===== src/rtl/pmcc_code_ram_arbiter.sv =====
// pmcc_code_ram_arbiter: two-master, single-slave arbiter in front of the PMC code RAM.
//   m0_* : host (SoC) request/response port
//   m1_* : PMC core LSU request/response port
//   s_*  : code RAM port
//   core_halted : PMC core halted; when PROTECT_EN, host writes are only forwarded while halted
// Arbitration is combinational and round-robin on contention. Each granted access gets
// its response exactly one cycle later. A blocked host write is granted locally, never
// reaches the RAM, and is answered with an error response.
module pmcc_code_ram_arbiter #(
  parameter bit PROTECT_EN = 1'b1
) (
  input  logic        clk,
  input  logic        rst_n,
  input  logic        core_halted,
  input  logic        m0_req,
  input  logic        m0_we,
  input  logic [31:0] m0_addr,
  input  logic [31:0] m0_wdata,
  input  logic [3:0]  m0_be,
  output logic        m0_gnt,
  output logic        m0_rvalid,
  output logic        m0_err,
  output logic [31:0] m0_rdata,
  input  logic        m1_req,
  input  logic        m1_we,
  input  logic [31:0] m1_addr,
  input  logic [31:0] m1_wdata,
  input  logic [3:0]  m1_be,
  output logic        m1_gnt,
  output logic        m1_rvalid,
  output logic        m1_err,
  output logic [31:0] m1_rdata,
  output logic        s_req,
  output logic        s_we,
  output logic [31:0] s_addr,
  output logic [31:0] s_wdata,
  output logic [3:0]  s_be,
  input  logic        s_gnt,
  input  logic        s_rvalid,
  input  logic        s_err,
  input  logic [31:0] s_rdata
);

  localparam int unsigned DW = 32;

  logic last_winner;
  logic resp_pending;
  logic resp_owner;
  logic resp_blocked;

  logic any_req;
  logic winner;
  logic blocked;
  logic win_gnt;

  // Request-cycle arbitration, write protection and payload forwarding.
  always_comb begin
    any_req = m0_req | m1_req;
    winner  = 1'b0;
    if (m0_req && m1_req) begin
      winner = ~last_winner;
    end else if (m1_req) begin
      winner = 1'b1;
    end

    blocked = PROTECT_EN && any_req && !winner && m0_we && !core_halted;

    s_req   = any_req && !blocked;
    s_we    = 1'b0;
    s_addr  = '0;
    s_wdata = '0;
    s_be    = '0;
    if (s_req) begin
      s_we    = winner ? m1_we    : m0_we;
      s_addr  = winner ? m1_addr  : m0_addr;
      s_wdata = winner ? m1_wdata : m0_wdata;
      s_be    = winner ? m1_be    : m0_be;
    end

    // Blocked writes complete locally, independent of the RAM grant.
    win_gnt = blocked | (s_req & s_gnt);
    m0_gnt  = win_gnt & ~winner;
    m1_gnt  = win_gnt &  winner;
  end

  // Response routing to the owner of the previous cycle's handshake.
  always_comb begin
    m0_rvalid = resp_pending && !resp_owner && (resp_blocked || s_rvalid);
    m1_rvalid = resp_pending &&  resp_owner && !resp_blocked && s_rvalid;
    m0_err    = m0_rvalid && (resp_blocked || s_err);
    m1_err    = m1_rvalid && s_err;
    m0_rdata  = (m0_rvalid && !resp_blocked) ? s_rdata : DW'(0);
    m1_rdata  = m1_rvalid ? s_rdata : DW'(0);
  end

  // Handshake bookkeeping; last_winner resets to 1 so m0 wins the first contention.
  always_ff @(posedge clk or negedge rst_n) begin
    if (!rst_n) begin
      last_winner  <= 1'b1;
      resp_pending <= 1'b0;
      resp_owner   <= 1'b0;
      resp_blocked <= 1'b0;
    end else begin
      resp_pending <= win_gnt;
      if (win_gnt) begin
        last_winner  <= winner;
        resp_owner   <= winner;
        resp_blocked <= blocked;
      end
    end
  end

endmodule


===== config.mk =====
export PLATFORM = sky130hd
export DESIGN_NAME = pmcc_code_ram_arbiter
export DESIGN_NICKNAME = d
export VERILOG_FILES = /design/src/rtl/pmcc_code_ram_arbiter.sv
export SDC_FILE = /design/constraint.sdc
export NUM_CORES = 1
export LEC_CHECK = 0
export ABC_AREA = 1
export CORE_AREA = 4 4 120 122
export CTS_CLUSTER_DIAMETER = 150
export DETAILED_ROUTE_END_ITERATION = 12
export DIE_AREA = 0 0 124 126
export GPL_ROUTABILITY_DRIVEN = 0
export PLACE_DENSITY = 0.68
export SLEW_MARGIN = 10
export SYNTH_ARGS = -nofsm -noshare
export SYNTH_HDL_FRONTEND = slang
export SYNTH_SLANG_ARGS = --single-unit

===== constraint.sdc =====
create_clock -name clk -period 2.3 [get_ports clk]
set_clock_uncertainty 0.2 [all_clocks]
set_input_delay 0.46 -clock clk [delete_from_list [all_inputs] [get_ports clk]]
set_output_delay 0.46 -clock clk [all_outputs]
set_load 0.005 [all_outputs]

# Word level (Yosys, flattened, before mapping)
# Index checks and enable logic that the tools add are counted.
# word_totals
ff_bits	4
inputBits	178
wordCells	43
# classes
mux	12
n_bitwise	7
n_reduce_logical	20
# op_table
op	n
two-way mux 32 bit	6
logical AND 1 bit	13
two-way mux 4 bit	2
logical NOT 1 bit	5
two-way mux 1 bit	4
bitwise AND 1 bit	3
logical OR 1 bit	2
inverter 1 bit	2
bitwise OR 1 bit	2

# Logic depth before layout (Yosys ltp)
# Gate-level depths: netlist of the first run.
# logic_depth
depth_word	11
depth_mapped	8
depth_no_buf	7

# Worst setup path after synthesis of the first run
# Ideal clock, no wire load.
# synth_path
kind	register to output
from	register last_winner
to	output port s_addr[20]
arrival_time_ps	1177
required_ps	1640
slack_ps	463
stages_incl_launch_ff	9
n_path_buf	2
cell_sequence	dfstp_2 nand2_1 nand2_2 buf_6 buf_6 nand2_1 nand2_1 inv_1 nor2_1
# synth_via
elab_chain_len	9
word_cells_on_any_way	10
# synth_lines
item	line_no	rtl
start: declaration	46	logic last_winner;
start signal: assignment	106	last_winner <= winner;
inverter 1 bit (*)	61	winner = ~last_winner;
two-way mux 1 bit (*)	60	if (m0_req && m1_req) begin
logical NOT 1 bit	66	blocked = PROTECT_EN && any_req && !winner && m0_we && !core_halted;
logical AND 1 bit (3 in series)	66	
logical NOT 1 bit	68	s_req = any_req && !blocked;
logical AND 1 bit	68	
two-way mux 32 bit (*)	73	if (s_req) begin
end: declaration	35	output logic [31:0] s_addr,
# Mark *: on every way between the ends. The rest lies on a longest branch, timed or not.

# Final worst setup path of the first run
# layout_path
from	register last_winner
to	output port s_addr[7]
# Same word-level chain as after synthesis.

==> impl_metrics.ini, run 1 <==
[cells_and_area]
fin_util_pct = 53.1
fill_cells = 1326
drive_gt1_share_pct = 37.4
n_antenna_cell = 0
fin_nets = 1112
instances_no_fill = 1109
seqCellArea_um2 = 101
area_delta_synth_final_pct = 238
multi_input_area_um2 = 1720
fin_area_um2 = 7000

[sta]
finalSetupViolCount = 72
tns_ps = -14110
fmax_mhz = 377
fin_crit_ps = 2650
maxSlewViolCount = 0
rsz0062_at_grt = true
tightest_slew_ps = 179
fin_hold_ws_ps = 237
relSlewSlack_pct = 88.0
finalHoldViolCount = 0
fin_crit_sh_pct = 115
worst_slack_ps = -350

[critical_path]
reg2reg_from = last_winner
cp_slowest_cell = dfstp_2
cp_common_cell = buf_6
required_ps = 1640
cp_max_fo = 4
ff2ff_setup_slack_ps = 410
cp-start-kind = flop
path_cells = nand2_2 > nand2_4 > buf_6 > nand3_4 > buf_6 > buf_12 > nand2_8 > buf_12 > buf_16 > buf_6 > buf_6 > buf_6 > nor2_4 > buf_2
worstReg2RegEnd = resp_owner
endpoint_kind = output port
crit_family = buffers and inverters
reg2regPathDepth = 12
critPathKind = flop to output port
crit_arrival_ps = 1990
critPathMaxStageDelay_ps = 540
critPathBufInv = 9

[synth]
synth_area_um2 = 2070
synth_cell_types = 17
ys_seq_elements = 4
syn_inst = 503
syn-num-nets = 681
ys_seq_area_share_pct = 4.89
synth_warnings = 0
syn_area_per_cell_um2 = 4.12

[die]
die_width_um = 124
initial_core_util_pct = 15.7
rows = 42
die_area_um2 = 15600
ios = 318
fp.dieH_um = 126
core_area_um2 = 13200

[cts]
worstSkewPairLatency_ps = 220
cts_tree = yes
path_clk_slew_ps = 30
numCtsBuffers = 3
cts_max_level = 1
cts_root_buffer = clkbuf_16
clockBufferDepth = 2
cts_hold_buf = 0
cts_sinks = 4

[routing]
vias = 4349
initialDrtViolationCount = 87
routed_wl_um = 15100
first_pass_iters = 4
vias_per_cell = 3.92
wl_per_cell_um = 13.6
drc = 0
antenna_left = 0

[placement]
io_buffers = 317
place_ws_ps = -669
placed_cell_area_um2 = 5610
dp_hpwl_um = 9990
placed_cells = 995

[global_routing]
grt_pass1_vias = 4327
antenna_found_initial = 1
grt_pass1_wl_um = 21600
grt_max_degree = 18
gr-total-overflow = 0
grt_use_total_pct = 17.5

[hold_path]
min_path_type = input port to async pin

[pwr]
p_sw_mw = 0.713
comb_power_share_pct = 81.9
p_per_area_nw_per_um2 = 290
ir_drop_mv = 0.280
p_sw_share_pct = 35.1
p_leak_nw = 4.04
pwr-share-clk_pct = 13.7
total_power_mw = 2.03
seq_power_share_pct = 4.4
p_int_mw = 1.32

[status]
status = finished, violations left
violations = setup timing

[job]
max_cap_violations = 0
layout make-up:
class	count	share of cell area, %
multi-input cells	363	24.6
repair buffers	452	63.6
inverters	110	6.13
clock buffers	4	1.13
well taps	176	3.15
flip-flops and latches	4	1.45
flip-flops by register name, summed over array words and instances, names as in the netlist:
signal / cells
last_winner: 1
resp_blocked: 1
resp_owner: 1
resp_pending: 1
kinds of logic after synthesis:
| logic type | after synthesis | share of synthesized area [%] |
|---|---|---|
| flops | 4 | 4.89 |
| buf+inv | 137 | 28.2 |
| compound gates | 2 | 0.483 |
| simple gates | 360 | 66.4 |
cell usage in the layout, fill, tap and decap left out:
master           netlist  final
or2_1                  1      1
nand3_4                0      1
clkdlybuf4s15_2        0      1
clkbuf_2               0     19
buf_8                  0      9
clkdlybuf4s50_1        0    172
buf_4                 10     42
nor2_4                 0     11
dfstp_2                1      1
clkinvlp_4             0      1
dfrtp_1                3      3
buf_16                 0     10
nand3_1                3      2
clkbuf_1               1      1
buf_2                 14     82
inv_12                 0      1
a21oi_1                2      1
nand3_2                1      1
clkdlybuf4s15_1        0      6
clkbuf_16              0      5
a21oi_2                0      1
inv_1                109     91
nor2_2                 0     28
buf_12                 0     19
nand4_1                1      1
bufbuf_16              0      3
nor2_1               136     97
buf_6                  2     54
dlygate4sd2_1          0     33
inv_2                  1     17
nand2_1              216    176
nand2_8                0      2
nand2_2                1     34
nand2_4                1      7
power groups by stage:
stage	combinational, mW	clock [mW]	sequential, mW
2_1_floorplan	0.429	0	0.0865
3_3_place_gp	1.24	0	0.0889
3_5_place_dp	1.24	0	0.0890
4_1_cts	1.63	0.280	0.0892
5_1_grt	1.80	0.283	0.0902
6_report	1.66	0.279	0.0890
cell usage after synthesis:
master    count  area [um2]
a21oi_1       2        10.0
buf_4        10        75.1
inv_2         1        3.75
or2_1         1        6.26
nand3_1       3        15.0
nand2_2       1        6.26
nand2_1     216         811
dfrtp_1       3        75.1
buf_2        14        70.1
nor2_1      136         510
dfstp_2       1        26.3
nand2_4       1        11.3
buf_6         2        22.5
nand3_2       1        10.0
inv_1       109         409
nand4_1       1        6.26
clkbuf_1      1        3.75
worst max-delay path by stage:
stage / start / end / slack, ps / cells past startpoint
global placement: m1_req / s_we / -630 / 9
detailed placement: m1_req / s_we / -670 / 9
floorplan: last_winner / s_addr[20] / 460 / 8
CTS: last_winner / s_addr[7] / -370 / 14
finish: last_winner / s_addr[7] / -350 / 14
global route: last_winner / s_addr[7] / -410 / 14
worst reg2reg max path, stage by stage, from the launching register on:
cell and delay [ps]:
dfstp_2 540, nand2_2 70, nand2_4 80, buf_4 110
buf_6 90, buf_6 110, inv_12 40, buf_12 120
buf_12 140, nand2_4 50, buf_4 90, buf_4 100
nand2_1 40
per-layer routing:
layer  GRT usage, %  wire length [um]  up-vias
li1               -                 -     2252
met1           17.7              5110     1862
met2           35.0              7940      208
met3           4.08              1670       25
met4           4.06               324        2
met5              0                 7        -
timing repair:
action	in CTS	in global routing
pin swaps	15	14
resized for setup	530	145
hold endpoints to repair	0	0
endpoints found under the setup margin	140	131
buffers inserted	86	22
cloned	20	2
(Power assumes the default switching activity.)
==> run 2, diff against run 1 <==
--- a/config.mk
+++ b/config.mk
@@ -11,6 +11,7 @@
 export DETAILED_ROUTE_END_ITERATION = 12
 export DIE_AREA = 0 0 124 126
 export GPL_ROUTABILITY_DRIVEN = 0
+export GPL_TIMING_DRIVEN = 0
 export PLACE_DENSITY = 0.68
 export SLEW_MARGIN = 10
 export SYNTH_ARGS = -nofsm -noshare
==> run 2 against run 1 <==
Against the previous run:
- die area is the same
- total power shrank 5.6%
- largest power group unchanged
- combinational power shrank 7%
- critical endpoint is now s_addr[24]
- critical path depth shrank 2
- non-clock buffer count shrank 38
- cell area shrank 5.0%
- the flow still finishes with violations (setup timing)
- highest routed layer is now met4
- clock-buffer cell count is the same
==> impl_metrics.ini, run 2 (synthesized netlist as in run 1, its figures left out) <==
[global_routing]
gr-total-overflow = 0
grt_use_total_pct = 16.0
antenna_found_initial = 0
grt_pass1_vias = 3916
grt_max_degree = 11
grt_pass1_wl_um = 20000

[critical_path]
reg2regPathDepth = 9
cp_common_cell = buf_8
required_ps = 1640
cp_slowest_cell = dfstp_2
crit_family = buffers and inverters
cp_max_fo = 5
critPathMaxStageDelay_ps = 540
crit_arrival_ps = 1770
critPathBufInv = 7
cp-start-kind = flop
path_cells = nand2_4 > nand2_8 > buf_6 > buf_8 > buf_8 > buf_8 > buf_6 > nand2_4 > nand2_2 > inv_2 > nor2_2 > buf_2
endpoint_kind = output port
worstSetupPathDepth = 12
critPathKind = flop to output port

[cts]
cts_hold_buf = 0
clockBufferDepth = 2
cts_max_level = 1
numCtsBuffers = 3
worstSkewPairLatency_ps = 230
cts_sinks = 4
cts_root_buffer = clkbuf_16
path_clk_slew_ps = 30
cts_tree = yes

[routing]
vias = 4166
initialDrtViolationCount = 119
vias_per_cell = 3.89
wl_per_cell_um = 13.2
antenna_left = 0
first_pass_iters = 4
routed_wl_um = 14200
drc = 0

[sta]
fin_hold_ws_ps = 230
tns_ps = -3400
tightest_slew_ps = 185
fin_crit_ps = 2430
finalSetupViolCount = 70
finalHoldViolCount = 0
fmax_mhz = 412
rsz0062_at_grt = true
fin_crit_sh_pct = 106
relSlewSlack_pct = 87.6
maxSlewViolCount = 0
worst_slack_ps = -130

[cells_and_area]
area_delta_synth_final_pct = 221
n_antenna_cell = 0
fin_area_um2 = 6650
fin_nets = 1074
layout_common_cells = 185 x nand2_1, 174 x clkdlybuf4s50_1, 119 x nor2_1
drive_gt1_share_pct = 27.3
layout_commonest_cell = nand2_1

[die]
initial_core_util_pct = 15.7
core_area_um2 = 13200
die_area_um2 = 15600
ios = 318
die_width_um = 124
fp.dieH_um = 126
rows = 42

[pwr]
p_sw_share_pct = 35.1
comb_power_share_pct = 80.5
ir_drop_mv = 0.204
p_sw_mw = 0.674
p_per_area_nw_per_um2 = 289
p_leak_nw = 3.82
seq_power_share_pct = 4.7
p_int_mw = 1.24
pwr-share-clk_pct = 14.9

[placement]
io_buffers = 317
placed_cell_area_um2 = 5470
dp_hpwl_um = 10700

[status]
status = finished, violations left
violations = setup timing

[job]
max_cap_violations = 0

[hold_path]
min_path_type = input port to async pin
-- run 2: layout make-up --
class	count	area, um2
inverter	110	429
buffer	25	362
sequential	4	101
timing repair buffer	389	3850
tap	176	220
timing repair inverter	1	16.3
clock buffer	4	78.8
multi-input combinational	362	1590
fill	1324	6540
-- run 2: power by group through the flow --
| stage | registers [mW] | clock network [mW] | logic (mW) |
|---|---|---|---|
| 2_1_floorplan | 0.0865 | 0 | 0.429 |
| 3_3_place_gp | 0.0882 | 0 | 1.20 |
| 3_5_place_dp | 0.0884 | 0 | 1.20 |
| 4_1_cts | 0.0897 | 0.286 | 1.43 |
| 5_1_grt | 0.0909 | 0.296 | 1.68 |
| 6_report | 0.0897 | 0.285 | 1.54 |
-- run 2: routing by layer --
metal	wire length, um	share of wire [%]	vias to the layer above	global-route usage (%)
met5	0	0	-	0
met4	169	1.2	0	2.51
met3	1460	10	13	4.39
met2	7430	53	192	31.8
met1	5090	36	1784	16.4
li1	-	-	2177	-
-- run 2: repair_timing --
| item | in CTS | in global routing |
|---|---|---|
| setup endpoints to repair | 140 | 102 |
| cloned | 13 | 9 |
| gates resized for setup | 512 | 85 |
| pin swaps | 43 | 27 |
| buffers inserted | 43 | 15 |
-- run 2: metrics by stage --
step | std cells | util (%) | setup WS, ps | total power [mW]
floorplan | 503 | - | 463 | 0.515
global placement | 996 | 41.4 | -934 | 1.29
detailed placement | 996 | 41.4 | -949 | 1.29
CTS | 1054 | 47.6 | -168 | 1.80
global route | 1071 | 50.4 | -228 | 2.06
finish | 1071 | 50.4 | -130 | 1.92
-- run 2: worst paths after layout --
path	start	to	slack (ps)
setup / recovery	last_winner	s_addr[24]	-130
hold reg to reg	resp_owner	resp_owner	350
setup reg to reg	last_winner	resp_owner	600
max in group asynchronous	rst_n	last_winner	1440
hold / removal	rst_n	resp_blocked	230
min in group clk	resp_owner	resp_owner	350
==> run 3, diff against run 2 <==
--- a/config.mk
+++ b/config.mk
@@ -6,13 +6,15 @@
 export NUM_CORES = 1
 export LEC_CHECK = 0
 export ABC_AREA = 1
-export CORE_AREA = 4 4 120 122
+export CAP_MARGIN = 5
+export CORE_AREA = 4 4 121 123
 export CTS_CLUSTER_DIAMETER = 150
 export DETAILED_ROUTE_END_ITERATION = 12
-export DIE_AREA = 0 0 124 126
+export DIE_AREA = 0 0 125 127
 export GPL_ROUTABILITY_DRIVEN = 0
 export GPL_TIMING_DRIVEN = 0
-export PLACE_DENSITY = 0.68
+export MAX_ROUTING_LAYER = met4
+export PLACE_DENSITY = 0.67
 export SLEW_MARGIN = 10
 export SYNTH_ARGS = -nofsm -noshare
 export SYNTH_HDL_FRONTEND = slang
==> constraint.sdc (replaced) <==
create_clock -name clk -period 2.9 [get_ports clk]
set_clock_uncertainty 0.2 [all_clocks]
set_input_delay 0.58 -clock clk [delete_from_list [all_inputs] [get_ports clk]]
set_output_delay 0.58 -clock clk [all_outputs]
set_load 0.005 [all_outputs]
==> run 3 against run 2 <==
Against the previous run:
- wire length fell by 7.2%
- sequential share of layout area is 0.17 points higher
- cell count is 4.5% lower
- flip-flop and latch count stayed put
- non-clock buffer count decreased by 51
- critical path type is now input port to output port
- largest cell class unchanged
- first-iteration DRC count decreased by 5.0%
- via count shrank 6.5%
- die area rose by 1.6%
- core utilization decreased by 6.7 points
- worst setup slack improved by 200 ps
- the run now ends clean
- hold slack improved by 58 ps
==> impl_metrics.ini, run 3 (synthesized netlist as in run 1, its figures left out) <==
[die]
initial_core_util_pct = 15.2
fp.dieH_um = 127
die_width_um = 125
rows = 43
ios = 318
core_area_um2 = 13700
die_area_um2 = 15900

[critical_path]
reg2regPathDepth = 7
crit_arrival_ps = 2050
critPathKind = input port to output port
worstReg2RegEnd = last_winner
cp-endpoint = s_be[2]
cp_max_fo = 10
endpoint_kind = output port
required_ps = 2120
reg2reg_from = last_winner
ff2ff_setup_slack_ps = 1350
critPathLaunch = core_halted
cp-start-kind = input port

[global_routing]
grt_use_total_pct = 15.3
grt_pass1_vias = 3721
antenna_found_initial = 0
gr-total-overflow = 0
grt_pass1_wl_um = 19100
grt_max_degree = 11

[sta]
maxSlewViolCount = 0
fin_crit_sh_pct = 97.6
fin_hold_ws_ps = 288
finalHoldViolCount = 0
fin_crit_ps = 2830
relSlewSlack_pct = 87.0
fmax_mhz = 353
tightest_slew_ps = 195
worst_slack_ps = 71.0
finalSetupViolCount = 0

[cells_and_area]
layout_common_cells = 214 x nand2_1, 201 x clkdlybuf4s50_1, 131 x nor2_1
n_antenna_cell = 0
layout_commonest_cell = nand2_1
area_delta_synth_final_pct = 189
fin_util_pct = 43.7
drive_gt1_share_pct = 7.95
fin_nets = 1022

[routing]
initialDrtViolationCount = 113
first_pass_iters = 4
routed_wl_um = 13100
vias_per_cell = 3.81
drc = 0
vias = 3895
antenna_left = 0
wl_per_cell_um = 12.8

[cts]
clockBufferDepth = 2
cts_root_buffer = clkbuf_16
worstSkewPairLatency_ps = 220
cts_max_level = 1
cts_hold_buf = 0
path_clk_slew_ps = 30
cts_tree = yes
cts_sinks = 4
numCtsBuffers = 3

[placement]
dp_hpwl_um = 10900
io_buffers = 317
place_ws_ps = -589

[hold_path]
min_path_type = flop to flop

[pwr]
p_leak_nw = 4.06
p_per_area_nw_per_um2 = 211
ir_drop_mv = 0.159

[job]
max_cap_violations = 0

[status]
status = finished, final reports clean
run 3: changes by cell type in the layout (fill, tap and decap cells not counted), moves of 12 or more:
cell	delta
buf_2	-72
buf_12	-12
clkdlybuf4s50_1	+27
nor2_1	+12
dlymetal6s2s_1	+52
dlygate4sd2_1	+26
buf_6	-13
buf_8	-12
clkdlybuf4s15_1	-28
nand2_1	+29
nand2_2	-24
run 3: worst max-delay path, cell delays in order:
cell             delay [ps]
clkdlybuf4s50_1         480
nor2_2                   50
nand3_4                  80
nand2_8                  90
buf_8                   160
nor2_1                   80
clkdlybuf4s50_1         510
run 3: power by group:
part	leakage (nW)	internal, mW	switching, mW
clock	0.0382	0.181	0.0381
combinational	3.98	0.575	0.397
sequential	0.0478	0.0649	0.00556
run 3: worst min path at each step:
| stage | startpoint | end | depth (start not counted) |
|---|---|---|---|
| 2_1_floorplan | rst_n | resp_blocked | 0 |
| 3_3_place_gp | last_winner | last_winner | 2 |
| 3_5_place_dp | last_winner | last_winner | 2 |
| 4_1_cts | last_winner | last_winner | 2 |
| 5_1_grt | resp_blocked | resp_blocked | 2 |
| 6_report | last_winner | last_winner | 2 |
run 3: what timing repair did:
action / 4_1_cts / 5_1_grt
buffers inserted: 17 / 1
cloned: 1 / 0
pin swaps: 4 / 3
gates resized for setup: 128 / 64
endpoints found under the setup margin: 132 / 70
run 3: final cells by class:
type / instances / area [um2]
Multi-Input combinational cell: 362 / 1450
Tap cell: 180 / 225
Fill cell: 1468 / 7690
Buffer: 27 / 327
Inverter: 110 / 425
Sequential cell: 4 / 101
Timing Repair Buffer: 336 / 3370
Clock buffer: 4 / 78.8
run 3: through the flow:
stage | TNS [ps] | instance area (um2) | std cells | power [mW]
2_1_floorplan | 0 | 2070 | 503 | 0.409
3_3_place_gp | -39360 | 5470 | 1000 | 1.03
3_5_place_dp | -42300 | 5470 | 1000 | 1.03
4_1_cts | -3.62 | 5830 | 1022 | 1.29
5_1_grt | -2.21 | 5980 | 1023 | 1.37
6_report | 0 | 5980 | 1023 | 1.26
run 3: metal layers:
layer | GRT usage, % | vias to the layer above | share of wire [%]
met3 | 2.13 | 24 | 7.0
met2 | 27.9 | 200 | 51
met5 | - | - | 0
li1 | - | 2069 | -
met4 | 4.78 | 0 | 3.0
met1 | 17.3 | 1602 | 39
